--- config.mk ---
export PLATFORM = sky130hd
export DESIGN_NAME = reg_block_transfer
export DESIGN_NICKNAME = d
export VERILOG_FILES = /design/src/rtl/reg_block_transfer.sv
export SDC_FILE = /design/constraint.sdc
export NUM_CORES = 1
export LEC_CHECK = 0
export BUFFER_PORTS_ARGS = -buffer_cell sky130_fd_sc_hd__buf_2
export CAP_MARGIN = 20
export CORE_AREA = 2 2 165 86
export CTS_CLUSTER_DIAMETER = 40
export DETAILED_ROUTE_END_ITERATION = 8
export DIE_AREA = 0 0 167 88
export PLACE_DENSITY = 0.7
export SLEW_MARGIN = 20
export SYNTH_ARGS = -nofsm -noshare
export SYNTH_HDL_FRONTEND = slang
export SYNTH_SLANG_ARGS = --single-unit
--- constraint.sdc ---
create_clock -name clk -period 4.19 [get_ports clk]
set_input_delay 0.2095 -clock clk [delete_from_list [all_inputs] [get_ports clk]]
set_output_delay 0.2095 -clock clk [all_outputs]
set_load 0.02 [all_outputs]
--- src/rtl/reg_block_transfer.sv ---
// Load/store-multiple sequencer: walks a register bitmask, one memory word per selected register.
// Optional base-register writeback is built in when REG_BLOCK_WRITEBACK_EN is defined.
module reg_block_transfer #(
    parameter int DATA_W    = 32,
    parameter int ADDR_W    = 4,
    parameter int REG_COUNT = 16
) (
    input  logic                 clk,
    input  logic                 rst_n,
    input  logic                 start,
    input  logic                 isLoad,
    input  logic [REG_COUNT-1:0] regList,
    input  logic [DATA_W-1:0]    baseAddr,
    input  logic [ADDR_W-1:0]    baseReg,
    output logic [ADDR_W-1:0]    rfReadAddr,
    input  logic [DATA_W-1:0]    rfReadData,
    output logic                 rfWriteEnable,
    output logic [ADDR_W-1:0]    rfWriteAddr,
    output logic [DATA_W-1:0]    rfWriteData,
    output logic                 memReq,
    output logic                 memWe,
    output logic [DATA_W-1:0]    memAddr,
    output logic [DATA_W-1:0]    memWData,
    input  logic [DATA_W-1:0]    memRData,
    input  logic                 memReady,
    output logic                 busy,
    output logic                 done
);

    // state | meaning
    // IDLE  | waiting for start
    // XFER  | memory access for lowest remaining register
    // WRITE | load data written to register file
    // WB    | base register writeback (optional build)
    // DONE  | one-cycle completion pulse
    localparam logic [2:0] S_IDLE  = 3'd0;
    localparam logic [2:0] S_XFER  = 3'd1;
    localparam logic [2:0] S_WRITE = 3'd2;
`ifdef REG_BLOCK_WRITEBACK_EN
    localparam logic [2:0] S_WB    = 3'd3;
`endif
    localparam logic [2:0] S_DONE  = 3'd4;

    logic [2:0]           r_state;
    logic [REG_COUNT-1:0] r_list;
    logic [DATA_W-1:0]    r_addr;
    logic                 r_is_load;
    logic [ADDR_W-1:0]    r_base_reg;
    logic [ADDR_W:0]      r_count;
    logic [ADDR_W-1:0]    r_wr_addr;
    logic [DATA_W-1:0]    r_wr_data;
`ifdef REG_BLOCK_WRITEBACK_EN
    logic [DATA_W-1:0]    r_base_addr;
`endif

    logic [ADDR_W-1:0]    w_cur;
    logic [REG_COUNT-1:0] w_list_rest;
    logic [2:0]           w_end_state;

    always_comb begin
        w_cur = '0;
        for (int i = REG_COUNT - 1; i >= 0; i--) begin
            if (r_list[i]) w_cur = ADDR_W'(i);
        end
    end

    // Clearing the lowest set bit is the same as clearing bit w_cur.
    assign w_list_rest = r_list & (r_list - REG_COUNT'(1));

`ifdef REG_BLOCK_WRITEBACK_EN
    assign w_end_state = S_WB;
`else
    assign w_end_state = S_DONE;
`endif

    always_ff @(posedge clk or negedge rst_n) begin
        if (!rst_n) begin
            r_state    <= S_IDLE;
            r_list     <= '0;
            r_addr     <= '0;
            r_is_load  <= 1'b0;
            r_base_reg <= '0;
            r_count    <= '0;
            r_wr_addr  <= '0;
            r_wr_data  <= '0;
`ifdef REG_BLOCK_WRITEBACK_EN
            r_base_addr <= '0;
`endif
        end else begin
            case (r_state)
                S_IDLE: begin
                    if (start) begin
                        if (|regList) begin
                            r_list     <= regList;
                            r_addr     <= baseAddr;
                            r_is_load  <= isLoad;
                            r_base_reg <= baseReg;
                            r_count    <= '0;
`ifdef REG_BLOCK_WRITEBACK_EN
                            r_base_addr <= baseAddr;
`endif
                            r_state    <= S_XFER;
                        end else begin
                            r_state <= S_DONE;
                        end
                    end
                end
                S_XFER: begin
                    if (memReady) begin
                        r_list  <= w_list_rest;
                        r_addr  <= r_addr + DATA_W'(4);
                        r_count <= r_count + 1'b1;
                        if (r_is_load) begin
                            r_wr_addr <= w_cur;
                            r_wr_data <= memRData;
                            r_state   <= S_WRITE;
                        end else begin
                            r_state <= (|w_list_rest) ? S_XFER : w_end_state;
                        end
                    end
                end
                S_WRITE: r_state <= (|r_list) ? S_XFER : w_end_state;
`ifdef REG_BLOCK_WRITEBACK_EN
                S_WB:    r_state <= S_DONE;
`endif
                S_DONE:  r_state <= S_IDLE;
                default: r_state <= S_IDLE;
            endcase
        end
    end

    assign memReq     = (r_state == S_XFER);
    assign memWe      = memReq && !r_is_load;
    assign memAddr    = memReq ? r_addr : '0;
    assign rfReadAddr = memWe ? w_cur : '0;
    assign memWData   = memWe ? rfReadData : '0;
    assign busy       = (r_state != S_IDLE);
    assign done       = (r_state == S_DONE);

`ifdef REG_BLOCK_WRITEBACK_EN
    // Writeback lands after any load into baseReg, so it wins.
    assign rfWriteEnable = (r_state == S_WRITE) || (r_state == S_WB);
    assign rfWriteAddr   = (r_state == S_WRITE) ? r_wr_addr :
                           (r_state == S_WB)    ? r_base_reg : '0;
    assign rfWriteData   = (r_state == S_WRITE) ? r_wr_data :
                           (r_state == S_WB)    ? r_base_addr + DATA_W'({r_count, 2'b00}) : '0;
`else
    assign rfWriteEnable = (r_state == S_WRITE);
    assign rfWriteAddr   = (r_state == S_WRITE) ? r_wr_addr : '0;
    assign rfWriteData   = (r_state == S_WRITE) ? r_wr_data : '0;
`endif

endmodule

==> impl_metrics.toml, run 1 <==
[floorplan]
core_um2 = 13250
rows = 30
start_util_pct = 40.27
die_x_um = 167
ioPinCount = 230
die_area_um2 = 14700
dieHeight_um = 88

[job]
maxCapViolations = 0

[logic_synthesis]
synth-seq-cells = 88
syn_nets = 712
synth_edf_count = 0
yosysSeqAreaShare_pct = 41.27
yosys-top-cells-area = "dfrtp_1, and2_1, mux2_2, a21oi_1, mux2_1"
synth_top_cell_by_area = "dfrtp_1"
yosysTopAreaCellShare_pct = 41.27
ys_warn_count = 0
ys.flop_type = "dfrtp_1"
ys_types = 63
syn_inst = 590
syn_area_per_cell_um2 = 9.045
synth_area_um2 = 5336
async_flop_share_pct = 100.0

[pwr]
cellInternalPower_mw = 2.767
pwr-share-clk_pct = 14.3
p_switching_mw = 2.463
seq_power_share_pct = 32.9
p_leak_nw = 3.315
total_power_mw = 5.230
swShare_pct = 47.09
ir_worst_vdd_v = 0.0003628
p_comb_share_pct = 52.8
p_per_area_nw_per_um2 = 761.9

[timing]
final-hold-violation-count = 0
setup_slack_ps = 1061
worst_pin_slew_ps = 978.4
setup_viol = 0
tns_ps = 0
worst_clock_skew_ps = 6.872
maxSlewHeadroom_pct = 34.70
fin_crit_sh_pct = 74.67
clock.fmax_ghz = 0.3196
period_minus_slack_ps = 3129
rsz0062_at_grt = "false"
report.final.slew_viol_count = 0

[final_layout]
area_growth_pct = 28.63
final_layout_size_suffix_gt1_share_pct = 35.51
final_common_cell = "buf_2"
stdcell_count = 973
diodes = 0
fin_nets = 914
final_cell_mix = "buf_2, and2_1, dfrtp_1"
fillers = 1257

[global_route]
grt_util_met2_pct = 26.52
grt_use_met3_pct = 5.016
grt_max_degree = 87
antenna_found_initial = 0
globalRouteOverflowTotal = 0
grtUsageMet1_pct = 36.09
gr-max-usage-layer = "met1"
grt_pass1_wl_um = 24670
grt_pass1_vias = 4480
grtUsageTotal_pct = 21.33

[critical_path]
crit_path_top_delay_cell = "buf_4"
cp_max_fo = 86
r2r.worst_path.cells = 8
crit_path_start_kind = "flop"
worstPathArrival_ps = 2920
worstSetupPathType = "flop to output port"
worstPathCellList = "nor2_1 -> nand2_1 -> inv_2 -> buf_4 -> nand2b_1 -> inv_1 -> and2_1 -> buf_2"
crit_required_ps = 3980
rr_startpoint = "r_state[2]$_DFFE_PN0P_"
slowest_delay_ps = 580
reg2reg_to = "r_state[2]$_DFFE_PN0P_"
end_kind = "output port"
r2r_slack_ps = 1480

[clock_network]
clockRootBuffer = "clkbuf_16"
cts_tree = "done"
cts_buffers = 9
cts.sinks = 88
cts_buffer_depth = 2
post_cts_resized = 0
path_clk_slew_ps = 60
h-tree-depth = 3
insertion_delay_ps = 340

[routing]
drtAntennaViolNets = 0
wl_um = 15840
dr.pass1.iters = 5
vias = 5232
drcViolationCount = 0
viasPerCell = 5.377
drt_iter0_drc = 484
wl_per_cell_um = 16.28

[hold_path]
min_path_type = "primary input to flop"
min_path_cells = 3
min-delay-start = "regList[6]"
whs_endpoint = "r_list[6]$_DFFE_PN0P_"

[place]
place_ws_ps = 1464
hpwl_um = 11660
portBuffers = 225
numPlacedInstances = 956
gp_congestion = 0.9114

[run_status]
status = "finished, final reports clean"
-- layout make-up --
cell class                      instances  area [µm²]  area share, %
Tap cell                              176       220.2          3.208
Sequential cell                        88        2202          32.08
Multi-Input combinational cell        442        2897          42.20
Clock inverter                          6       45.04         0.6562
Clock buffer                           10       229.0          3.336
Timing Repair Buffer                  233        1204          17.54
Inverter                               18       67.56         0.9843
-- worst max-delay path, delay by kind of cell, from the launching register on --
| kind | cells | cell delay, ps |
|---|---|---|
| buffers and inverters | 4 | 1400 |
| AND/OR/NAND/NOR | 4 | 700 |
| flip-flops | 1 | 430 |
-- metal layers --
| layer | vias to the layer above | part of all wire (%) |
|---|---|---|
| met5 | - | 0 |
| met4 | 0 | 0.43 |
| met3 | 8 | 8.9 |
| met2 | 243 | 38 |
| met1 | 2433 | 52 |
| li1 | 2548 | - |
-- logic make-up after synthesis --
family,after synthesis,synth area share (%)
AO/OA/AOI/OAI,156,19.11
buffers and inverters,60,4.666
multiplexers,36,7.573
adder cells (fa/ha/maj),3,0.6096
flip-flops,88,41.27
AND/OR/NAND/NOR,247,26.78
-- power by group through the flow --
stage	clock, mW	sequential [mW]	combinational (mW)
floorplan	0	1.52	2.13
global placement	0	1.71	2.73
detailed placement	0	1.72	2.76
CTS	0.772	1.70	2.77
global route	0.808	1.79	3.05
finish	0.750	1.72	2.76
-- worst max path at each step --
stage,start,to
after floorplan,r_list[8]$_DFFE_PN0P_,rfReadAddr[1]
after global placement,r_state[2]$_DFFE_PN0P_,memWData[11]
after detailed placement,r_state[2]$_DFFE_PN0P_,memWData[11]
after CTS,r_state[2]$_DFFE_PN0P_,memWData[11]
after global routing,r_state[2]$_DFFE_PN0P_,memWData[11]
final,r_state[2]$_DFFE_PN0P_,memWData[11]
-- synthesized netlist by cell type, types with 2 or more instances --
cell,count
o21ai_0,20
and4_1,4
nor3b_1,2
buf_2,7
buf_6,2
nand2b_1,3
a22oi_1,2
mux2_1,16
o21a_1,4
nand3_1,12
nand2_1,35
mux2_2,19
clkbuf_1,31
nand4_1,16
a21oi_1,40
a211oi_1,2
nor2_1,33
a2111oi_2,2
o22a_1,9
o31ai_1,2
nor3_1,12
a31oi_1,11
nor4_4,2
or3_1,2
nor3_2,2
nor4_1,12
nor4_2,3
o22ai_1,10
o21ai_1,21
and3_1,7
and2_1,94
inv_1,16
buf_1,2
maj3_1,2
o2bb2a_1,7
dfrtp_1,88
a22o_1,12
-- sequential cells by signal, indices dropped and copies added (netlist names) --
name / cells
r_is_load: 1
r_wr_addr: 4
r_addr: 32
r_wr_data: 32
r_list: 16
r_state: 3
-- through the flow --
stage | util, % | cell area, µm² | hold WS (ps)
3_3_place_gp | 49.66 | 6580 | 299.1
3_5_place_dp | 49.66 | 6580 | 303.6
5_1_grt | 51.80 | 6864 | 68.30
2_1_floorplan | - | 5336 | -86.09
4_1_cts | 51.80 | 6864 | 63.16
6_report | 51.80 | 6864 | 73.23
-- timing repair --
action                                 CTS  global route
buffers inserted                         0             0
hold buffers                             1             0
endpoints found under the hold margin   52             0
setup endpoints to repair                0             0
Power figures use the tool's default switching activity.
==> run 2, diff against run 1 <==
==> constraint.sdc (replaced) <==
create_clock -name clk -period 2.9 [get_ports clk]
set_input_delay 0.145 -clock clk [delete_from_list [all_inputs] [get_ports clk]]
set_output_delay 0.145 -clock clk [all_outputs]
set_load 0.02 [all_outputs]
==> run 2 against run 1 <==
Setup slack worse by 630 ps; power increased by 49%; combinational power rose by 46%; via count fell by 0.46%; clock-buffer cell count unchanged; worst hold slack worse by 56 ps; critical path depth is 1 lower; die area unchanged; non-clock buffer count increased by 3; critical endpoint unchanged; largest power group unchanged; highest routed layer is now met5.
==> impl_metrics.toml, run 2 (synthesis gave the netlist of run 1 again) <==
[run_status]
status = "finished, final reports clean"

[place]
gp_congestion = 0.8877
portBuffers = 225
numPlacedInstances = 959
hpwl_um = 11760
dpl_cell_area_um2 = 6628

[floorplan]
start_util_pct = 40.27
die_area_um2 = 14700
core_um2 = 13250
dieHeight_um = 88
die_x_um = 167
ioPinCount = 230
rows = 30

[pwr]
swShare_pct = 45.83
pwr-share-clk_pct = 16.3
cellInternalPower_mw = 4.215
ir_worst_vdd_v = 0.0005006
p_comb_share_pct = 51.8
p_switching_mw = 3.566
total_power_mw = 7.782
seq_power_share_pct = 31.9
p_per_area_nw_per_um2 = 1119
p_leak_nw = 3.366

[final_layout]
final_cell_mix = "buf_2, and2_1, dfrtp_1"
reg_top3 = "r_addr (32), r_wr_data (32), r_list (16)"
stdcell_count = 976
diodes = 0
postLayoutCoreUtil_pct = 52.50
fin_nets = 917
final_layout_size_suffix_gt1_share_pct = 35.75
fin_area_um2 = 6957
area_growth_pct = 30.36
final_common_cell = "buf_2"

[routing]
dr.pass1.iters = 5
vias = 5208
wl_um = 15810
wl_per_cell_um = 16.20
viasPerCell = 5.336
drtAntennaViolNets = 0
drt_iter0_drc = 460
drcViolationCount = 0

[timing]
setup_viol = 0
final-hold-violation-count = 0
period_minus_slack_ps = 2471
maxSlewHeadroom_pct = 49.12
tns_ps = 0
worst_clock_skew_ps = 5.532
worst_pin_slew_ps = 756.9
fin_crit_sh_pct = 85.21
clock.fmax_ghz = 0.4047
rsz0062_at_grt = "false"
report.final.slew_viol_count = 0

[clock_network]
cts_tree = "done"
h-tree-depth = 3
post_cts_buffers = 0
cts_buffers = 9
path_clk_slew_ps = 60
cts_buffer_depth = 2
post_cts_resized = 0
insertion_delay_ps = 340
clockRootBuffer = "clkbuf_16"
cts.sinks = 88

[critical_path]
worstSetupPathType = "flop to output port"
worstPathCellList = "nor2_1 -> nand2_1 -> inv_2 -> nand2b_1 -> inv_1 -> and2_1 -> buf_2"
crit_required_ps = 2760
slowest_delay_ps = 560
cp_max_fo = 34
crit_path_start_kind = "flop"
end_kind = "output port"
worstPathArrival_ps = 2330
crit_path_top_delay_cell = "inv_1"

[job]
maxCapViolations = 0

[global_route]
antenna_found_initial = 1
grtUsageTotal_pct = 21.14
grt_max_degree = 76
globalRouteOverflowTotal = 0
grt_pass1_vias = 4465
grt_pass1_wl_um = 24560

[hold_path]
min_path_type = "primary input to flop"
[run 2: cell types whose count changed in the layout (fill, tap and decap cells not counted), sizes merged]
cell and change:
clkinv -1, buf +3, clkinvlp -2, inv +1, bufinv +2
[run 2: layer usage]
layer	global-route usage, %	wire length, µm	vias up
met3	5.558	1338	15
met1	34.96	8393	2421
li1	-	-	2548
met4	3.840	118	2
met2	26.49	5951	222
met5	0	11	-
[run 2: per-stage QoR]
step           hold slack, ps  worst slack, ps
4_1_cts                 7.718            400.7
2_1_floorplan          -150.6             1046
6_report                17.36            428.8
3_3_place_gp            179.0            724.6
5_1_grt                 6.606            176.2
3_5_place_dp            180.5            734.7
[run 2: path summary, 6_finish.rpt]
| check | start | endpoint | slack [ps] | cells past startpoint |
|---|---|---|---|---|
| worst max-delay path | r_state[2]$_DFFE_PN0P_ | memWData[11] | 430 | 7 |
| worst min-delay path | memRData[23] | r_wr_data[23]$_DFFE_PN0P_ | 20 | 2 |
| worst max register to register | r_addr[2]$_DFFE_PN0P_ | r_addr[31]$_DFFE_PN0P_ | 700 | 5 |
| worst min register to register | r_wr_addr[1]$_DFFE_PN0P_ | r_wr_addr[1]$_DFFE_PN0P_ | 460 | 2 |
| max in group asynchronous | rst_n | r_addr[16]$_DFFE_PN0P_ | 1930 | 3 |
| min in group asynchronous | rst_n | r_list[7]$_DFFE_PN0P_ | 320 | 2 |
[run 2: power by group through the flow]
stage | logic (mW) | registers [mW] | clock network [mW]
floorplan | 3.08 | 2.20 | 0
global placement | 4.01 | 2.46 | 0
detailed placement | 4.03 | 2.48 | 0
CTS | 4.04 | 2.46 | 1.30
global route | 4.44 | 2.60 | 1.36
finish | 4.03 | 2.48 | 1.27
[run 2: what timing repair did]
| item | in CTS | in global routing |
|---|---|---|
| hold buffers | 1 | 0 |
| setup endpoints to repair | 0 | 0 |
| hold endpoints to repair | 44 | 0 |
[run 2: layout make-up]
cell class	instances	area (µm²)
Timing Repair Buffer	236	1251
Clock buffer	10	229.0
Inverter	18	67.56
Clock inverter	6	90.09
Fill cell	1243	6294
Multi-Input combinational cell	442	2897
Tap cell	176	220.2
Sequential cell	88	2202
[run 2: critical path: cells and delay by family, from the launching register on]
kind | cells | cell delay (ps)
DFF | 1 | 430
and+or+nand+nor | 4 | 630
buffers and inverters | 3 | 920
